`src/rtl/imem_loader.sv`:
```
// imem_loader
// Boot-time instruction memory writer. Takes 32-bit instruction words over a
// valid/ready handshake. Each word is written to the byte-wide instruction
// memory as four big-endian bytes: the MSB goes to the word address and the
// LSB to word address + 3. fetch_en is held low until the whole load
// completes.
//
// Ports:
//   clk, rst         clock and synchronous active-high reset
//   start            load request pulse (honoured in IDLE/DONE/ERROR)
//   base_addr        byte address of first word (sampled on start)
//   word_count       number of words to load (sampled on start)
//   in_valid/in_data/in_ready   word stream handshake
//   mem_we/mem_addr/mem_wdata   byte write port to instruction memory
//   busy             load in progress (ACCEPT or WRITE)
//   done / fetch_en  sticky load-complete / fetch release
//   err              sticky load-aborted flag
module imem_loader #(
    parameter int INSTR_WIDTH = 32,
    parameter int MEM_DEPTH   = 1024
) (
    input  logic                   clk,
    input  logic                   rst,
    input  logic                   start,
    input  logic [INSTR_WIDTH-1:0] base_addr,
    input  logic [15:0]            word_count,
    input  logic                   in_valid,
    output logic                   in_ready,
    input  logic [INSTR_WIDTH-1:0] in_data,
    output logic                   mem_we,
    output logic [INSTR_WIDTH-1:0] mem_addr,
    output logic [7:0]             mem_wdata,
    output logic                   busy,
    output logic                   done,
    output logic                   err,
    output logic                   fetch_en
);

    typedef enum logic [2:0] {
        S_IDLE,
        S_ACCEPT,
        S_WRITE,
        S_DONE,
        S_ERROR
    } state_t;

    state_t                 r_state;
    logic [INSTR_WIDTH-1:0] r_addr;
    logic [INSTR_WIDTH-1:0] r_word_q;
    logic [15:0]            r_remaining;
    logic [1:0]             r_byte_idx;
    logic                   r_in_ready;
    logic                   r_mem_we;
    logic [INSTR_WIDTH-1:0] r_mem_addr;
    logic [7:0]             r_mem_wdata;
    logic                   r_busy;
    logic                   r_done;
    logic                   r_err;

    logic                   w_misaligned;
    logic                   w_zero_count;
    logic                   w_out_of_range;
    logic [1:0]             w_next_idx;
    logic [7:0]             w_next_byte;

    assign w_misaligned = (base_addr[1:0] != 2'b00);
    assign w_zero_count = (word_count == '0);
    // Compared one bit wider so an address near the top of the space cannot
    // wrap past the bound check.
    assign w_out_of_range = ({1'b0, r_addr} + (INSTR_WIDTH+1)'(3)) >
                            (INSTR_WIDTH+1)'(MEM_DEPTH - 1);
    assign w_next_idx = r_byte_idx + 2'd1;

    // Byte following the one currently on the bus, MSB first.
    always_comb begin
        w_next_byte = '0;
        case (w_next_idx)
            2'd1:    w_next_byte = r_word_q[INSTR_WIDTH-9  -: 8];
            2'd2:    w_next_byte = r_word_q[INSTR_WIDTH-17 -: 8];
            2'd3:    w_next_byte = r_word_q[INSTR_WIDTH-25 -: 8];
            default: w_next_byte = r_word_q[INSTR_WIDTH-1  -: 8];
        endcase
    end

    // Outputs are registered and set on the transition into each state, so
    // the first byte of a word is already on the bus in its first WRITE cycle.
    always_ff @(posedge clk) begin
        if (rst) begin
            r_state     <= S_IDLE;
            r_addr      <= '0;
            r_word_q    <= '0;
            r_remaining <= '0;
            r_byte_idx  <= '0;
            r_in_ready  <= 1'b0;
            r_mem_we    <= 1'b0;
            r_mem_addr  <= '0;
            r_mem_wdata <= '0;
            r_busy      <= 1'b0;
            r_done      <= 1'b0;
            r_err       <= 1'b0;
        end else begin
            case (r_state)
                S_IDLE, S_DONE, S_ERROR: begin
                    if (start) begin
                        r_done <= 1'b0;
                        r_err  <= 1'b0;
                        if (w_misaligned) begin
                            r_state <= S_ERROR;
                            r_err   <= 1'b1;
                        end else if (w_zero_count) begin
                            r_state <= S_DONE;
                            r_done  <= 1'b1;
                        end else begin
                            r_state     <= S_ACCEPT;
                            r_addr      <= base_addr;
                            r_remaining <= word_count;
                            r_in_ready  <= 1'b1;
                            r_busy      <= 1'b1;
                        end
                    end
                end
                S_ACCEPT: begin
                    if (in_valid) begin
                        r_in_ready <= 1'b0;
                        if (w_out_of_range) begin
                            r_state <= S_ERROR;
                            r_busy  <= 1'b0;
                            r_err   <= 1'b1;
                        end else begin
                            r_state     <= S_WRITE;
                            r_word_q    <= in_data;
                            r_byte_idx  <= '0;
                            r_mem_we    <= 1'b1;
                            r_mem_addr  <= r_addr;
                            r_mem_wdata <= in_data[INSTR_WIDTH-1 -: 8];
                        end
                    end
                end
                S_WRITE: begin
                    if (r_byte_idx != 2'd3) begin
                        r_byte_idx  <= w_next_idx;
                        r_mem_addr  <= r_addr + INSTR_WIDTH'(w_next_idx);
                        r_mem_wdata <= w_next_byte;
                    end else begin
                        r_mem_we    <= 1'b0;
                        r_addr      <= r_addr + INSTR_WIDTH'(4);
                        r_remaining <= r_remaining - 16'd1;
                        if (r_remaining == 16'd1) begin
                            r_state <= S_DONE;
                            r_busy  <= 1'b0;
                            r_done  <= 1'b1;
                        end else begin
                            r_state    <= S_ACCEPT;
                            r_in_ready <= 1'b1;
                        end
                    end
                end
                default: begin
                    r_state <= S_IDLE;
                end
            endcase
        end
    end

    assign in_ready  = r_in_ready;
    assign mem_we    = r_mem_we;
    assign mem_addr  = r_mem_addr;
    assign mem_wdata = r_mem_wdata;
    assign busy      = r_busy;
    assign done      = r_done;
    assign err       = r_err;
    assign fetch_en  = r_done;

endmodule

```
`config.mk`:
```
export PLATFORM = sky130hd
export DESIGN_NAME = imem_loader
export DESIGN_NICKNAME = d
export VERILOG_FILES = /design/src/rtl/imem_loader.sv
export SDC_FILE = /design/constraint.sdc
export NUM_CORES = 1
export LEC_CHECK = 0
export BUFFER_PORTS_ARGS = -buffer_cell sky130_fd_sc_hd__buf_2
export CAP_MARGIN = 20
export CORE_ASPECT_RATIO = 1.25
export CORE_MARGIN = 8
export CORE_UTILIZATION = 30
export CTS_BUF_LIST = sky130_fd_sc_hd__clkbuf_4 sky130_fd_sc_hd__clkbuf_8 sky130_fd_sc_hd__clkbuf_16
export DETAILED_ROUTE_END_ITERATION = 6
export MAX_ROUTING_LAYER = met4
export PLACE_DENSITY = 0.48
export SLEW_MARGIN = 10
export SYNTH_ARGS = -nofsm -noshare
export SYNTH_HDL_FRONTEND = slang
export SYNTH_SLANG_ARGS = --single-unit
```
`constraint.sdc`:
```
create_clock -name clk -period 8.6 [get_ports clk]
set_clock_uncertainty 0.05 [all_clocks]
set_input_delay 0.43 -clock clk [delete_from_list [all_inputs] [get_ports clk]]
set_output_delay 0.43 -clock clk [all_outputs]
set_load 0.01 [all_outputs]
```
Word-level counts from Yosys, hierarchy flattened
Cells that the tools add are included.
Widths: inputs -> output; s select.
{"block": "totals", "elab_cells": 113, "ff_bits": 130, "inputBits": 84, "out_inout_bits": 46}
{"block": "classes", "add_sub_neg": 5, "n_mux": 58, "n_lt_le_gt_ge": 1, "n_reduce_logical": 17, "n_bitwise": 1, "eq_ne": 19}
{"op": "$mux 32", "n": 7}
{"op": "$pmux 32 s2", "n": 2}
{"op": "$mux 16", "n": 4}
{"op": "$add 32x2->33 const B", "n": 1}
{"op": "$gt 33x10->1 const B", "n": 1}
{"op": "$add 32x2->32", "n": 1}
{"op": "$add 32x3->32 const B", "n": 1}
{"op": "$pmux 16 s2", "n": 1}
{"op": "$mux 8", "n": 3}
{"op": "$pmux 8 s3", "n": 1}
{"op": "$mux 1", "n": 22}
{"op": "$ne 2x2->1 const B", "n": 11}
{"op": "$eq 16x1->1 const B", "n": 1}
{"op": "$logic_not 16->1", "n": 1}
{"op": "$pmux 8 s2", "n": 1}
{"op": "$reduce_and 4->1", "n": 4}
{"op": "$sub 16x1->16 const B", "n": 1}
{"op": "$mux 3", "n": 5}
{"op": "$mux 2", "n": 5}
{"op": "$pmux 3 s3", "n": 1}
{"op": "$reduce_and 8->1", "n": 1}
{"op": "$reduce_bool 2->1", "n": 4}
{"op": "$reduce_and 7->1", "n": 1}
{"op": "$eq 3x2->1 const B", "n": 2}
{"op": "other kinds (14)", "n": 19}

Depth between registers and ports, before layout
{"block": "logic_depth", "depth_word": 5, "ltp_mapped": 12, "mapped_depth_nobuf": 10}

Worst setup path after synthesis
No wires, ideal clock.
{"block": "synth_path", "path_kind": "reg2reg", "from": "reg r_addr[1]", "to": "reg r_mem_addr[0], in the netlist mem_addr[0]", "required_ns": 8.431, "path_buffers": 2, "period_less_slack_ns": 3.278, "path_slack_ns": 5.322, "t_arrival_ns": 3.110, "setup_ns": 0.119, "stages_incl_launch_ff": 12, "cell_sequence": "dfxtp_1 -> inv_1 -> ha_1 -> nand4b_1 -> or2_1 -> or4_4 -> xnor2_2 -> nand4_2 -> or4_4 -> buf_6 -> buf_6 -> o221a_1"}
{"block": "synth_via", "elab_chain_cells": 4}
{"element": "start: declaration", "line": "48", "text": "logic [INSTR_WIDTH-1:0] r_addr;"}
{"element": "start signal: assignment", "line": "115", "text": "r_addr <= base_addr;"}
{"element": "start signal: assignment", "line": "146", "text": "r_addr <= r_addr + INSTR_WIDTH'(4);"}
{"element": "$add 32x2->33", "line": "70", "text": "assign w_out_of_range = ({1'b0, r_addr} + (INSTR_WIDTH+1)'(3)) >"}
{"element": "$gt 33x10->1", "line": "70"}
{"element": "$ne 2x2->1 (no line)"}
{"element": "$reduce_and 4->1 (no line)"}
{"element": "end signal: assignment", "line": "134", "text": "r_mem_addr <= r_addr;"}
{"element": "end signal: assignment", "line": "142", "text": "r_mem_addr <= r_addr + INSTR_WIDTH'(w_next_idx);"}
{"element": "end: declaration", "line": "54", "text": "logic [INSTR_WIDTH-1:0] r_mem_addr;"}
Every way passes these cells.
A chain may end at the register's enable or synchronous reset.

Worst setup path in the final report
{"block": "layout_path", "from": "reg r_addr[2]", "to": "reg r_mem_wdata[1], in the netlist mem_wdata[1]"}
{"block": "layout_via", "elab_chain_cells": 4}
{"element": "$add 32x2->33", "line": "70"}
{"element": "$gt 33x10->1", "line": "70"}
{"element": "$ne 2x2->1 (no line)"}
{"element": "$reduce_and 4->1 (no line)"}
{"element": "end signal: assignment", "line": "135", "text": "r_mem_wdata <= in_data[INSTR_WIDTH-1 -: 8];"}
{"element": "end signal: assignment", "line": "143", "text": "r_mem_wdata <= w_next_byte;"}
{"element": "end: declaration", "line": "55", "text": "logic [7:0] r_mem_wdata;"}
Every way passes these cells.

==> impl_metrics.tcl <==
set metrics [dict create \
    status "complete, no violations" \
    cts_root_buf "clkbuf_16" \
    mostFrequentLayoutCells "buf_2, dfxtp_1, nand2_1" \
    vdd_ir_drop_max_mv 0.122 \
    rows 63 \
    drtAntennaViolNets 0 \
    dp.final_hpwl_um 17900 \
    internal_power_uw 1230 \
    grt_max_degree 83 \
    crit_family "simple AND/OR/NAND/NOR gates" \
    finalHoldViolCount 0 \
    gp_congestion 0.894 \
    port_buffers 129 \
    slew_viol_final 0 \
    antenna_found_initial 0 \
    switching_power_uw 466 \
    cp_num_buf_inv 1 \
    finalSetupViolations 0 \
    power.leakage_uw 0.00299 \
    diodes 0 \
    drive_gt1_frac 0.187 \
    grt_first_pass_wirelength_um 40100 \
    worst_pin_slew_ns 0.897 \
    groute.usage.overall 0.177 \
    drc 0 \
    cp_slowest_cell "or4_4" \
    crit_path_end_kind "flop" \
    slowest_delay_ns 0.80 \
    critPathLaunchType "flop" \
    drtPass1Iterations 5 \
    hold_class "input port to flop" \
    clkTransAtPathRegs_ns 0.06 \
    post_cts_buffers 0 \
    ys.flop_type "dfxtp_1" \
    synth_cells 965 \
    arrival_ns 4.63 \
    fin_crit_ns 4.31 \
    grt_pass1_vias 7072 \
    wl_um 25300 \
    nets 1118 \
    clk_path_buf_depth 2 \
    drt_iter0_drc 501 \
    multi_input_area_mm2 0.00426 \
    ys_ff_latch 122 \
    path_cells "ha_1 > nand4_1 > or2_1 > or4_4 > xnor2_2 > nand4_2 > or4_4 > nand2_1 > buf_4 > o221a_2" \
    clk_latency_ns 0.42 \
    yosys_warnings 0 \
    core_area_mm2 0.0236 \
    die_x_um 154 \
    htreeDepth 4 \
    drv_cap 0 \
    finalSetupTns_ns 0 \
    slew_headroom 0.402 \
    cp_common_cell "or4_4" \
    cts_num_sinks 122 \
    cts_made_buffers 17 \
    syn_to_final_growth_pct 18.3 \
    cp_data_required_time_ns 8.91 \
    netlist_area_mm2 0.00719 \
    dpl.cell_count 1295 \
    p_clk_frac 0.480 \
    postSynthAreaPerCell_um2 7.45 \
    initial_core_util 0.304 \
    wl_per_cell_um 19.0 \
    sw_frac_of_total 0.275 \
    synth.yosys.seq_area_share 0.340 \
    worst-setup-path-type "flop to flop" \
    stdcell_count 1327 \
    vias 7317 \
    synth-edff-count 0 \
    ctsResizeCount 0 \
    n_fill_cell 2529 \
    die_h_um 189 \
    grt_overflow 0 \
    regArea_mm2 0.00244 \
    critical_path.max_fanout 39 \
    cts_hold_buf 0 \
    async_flop_share 0 \
    cts_tree "built" \
    dieArea_mm2 0.0292 \
    synth_cell_types 65 \
    timing.fmax_mhz 232 \
    power_density_mw_per_mm2 199 \
    pwr-share-seq 0.383 \
    finalCritPeriodShare 0.502 \
    viasPerCell 5.51 \
    final_common_cell "buf_2" \
    rsz0062_at_grt "false" \
    syn_nets 1061 \
    io_pins 130 \
    pwr-share-comb 0.138 \
]
metrics by stage:
| step | cell area [um^2] | hold slack (ns) | utilization | power (uW) | worst slack [ns] |
|---|---|---|---|---|---|
| 5_1_grt | 8500 | 0.199 | 0.360 | 1770 | 4.07 |
| 4_1_cts | 8500 | 0.185 | 0.360 | 1710 | 4.34 |
| 6_report | 8500 | 0.205 | 0.360 | 1690 | 4.29 |
| 2_1_floorplan | 7190 | 0.381 | - | 812 | 5.32 |
| 3_5_place_dp | 7840 | 0.393 | 0.331 | 894 | 4.35 |
| 3_3_place_gp | 7840 | 0.389 | 0.331 | 893 | 4.44 |
flip-flops by register name, indices dropped and copies added, names as in the netlist:
signal,cells
done,1
r_addr,32
r_state,3
r_byte_idx,2
busy,1
err,1
r_word_q,24
mem_addr,32
r_remaining,16
in_ready,1
mem_wdata,8
mem_we,1
routing by layer:
metal	up-vias	global-route usage	share of wire
li1	3628	-	-
met1	3417	0.224	0.46
met2	229	0.276	0.46
met3	43	0.0322	0.049
met4	0	0.0661	0.026
met5	-	-	0
cells in the mapped netlist (all sizes together), types with 4 or more instances:
master	count	share of area
a22oi	17	0.018
ha	11	0.019
nor3	66	0.046
inv	19	0.0099
nand2b	5	0.0044
o221a	10	0.016
nand4	30	0.029
or3	7	0.0061
xnor2	23	0.029
o22ai	8	0.0070
or2	4	0.0035
nand2	117	0.061
xor2	18	0.022
or4	9	0.011
nor4	18	0.019
a221oi	5	0.0061
buf	34	0.027
dfxtp	122	0.34
nor2	101	0.053
a211oi	40	0.042
clkbuf	64	0.033
a21oi	92	0.064
and4	4	0.0049
o31ai	7	0.0073
o21ai	44	0.031
nand3	33	0.023
a222oi	8	0.011
tightest hold or removal path, delay by kind of cell:
kind	cells	cell delay, ns
buf+inv	1	0.09
simple gates	1	0.04
compound gates	1	0.05
final cells by class:
| class | instances | area share |
|---|---|---|
| well taps | 292 | 0.0430 |
| multi-input cells | 726 | 0.501 |
| inverters | 19 | 0.00839 |
| repair buffers | 136 | 0.0824 |
| clock buffers | 19 | 0.0533 |
| clock inverters | 13 | 0.0250 |
| flip-flops and latches | 122 | 0.287 |
power by group through the flow:
stage | Combinational, uW | Clock, uW | Sequential [uW]
floorplan | 180 | 0 | 632
global placement | 235 | 0 | 659
detailed placement | 235 | 0 | 659
CTS | 236 | 832 | 647
global route | 263 | 856 | 653
finish | 233 | 812 | 648
cells by family (layout without fill, tap and decap cells):
| group | Yosys count | in the layout | share of synthesized area |
|---|---|---|---|
| compound gates | 265 | 265 | 0.242 |
| xor+xnor | 41 | 41 | 0.0510 |
| fa+ha+maj | 12 | 12 | 0.0219 |
| buf+inv | 117 | 187 | 0.0707 |
| flops | 122 | 122 | 0.340 |
| mux | 2 | 2 | 0.00313 |
| simple gates | 406 | 406 | 0.272 |
path summary, 6_finish.rpt:
| path | from | end | slack (ns) | depth (start not counted) |
|---|---|---|---|---|
| hold / removal | in_data[11] | r_word_q[11] | 0.20 | 3 |
| hold reg to reg | r_word_q[18] | r_word_q[18] | 0.40 | 2 |
| setup / recovery | r_addr[2] | mem_wdata[1] | 4.29 | 10 |
| setup reg to reg | r_addr[2] | mem_wdata[1] | 4.29 | 10 |
(Power assumes the default switching activity.)
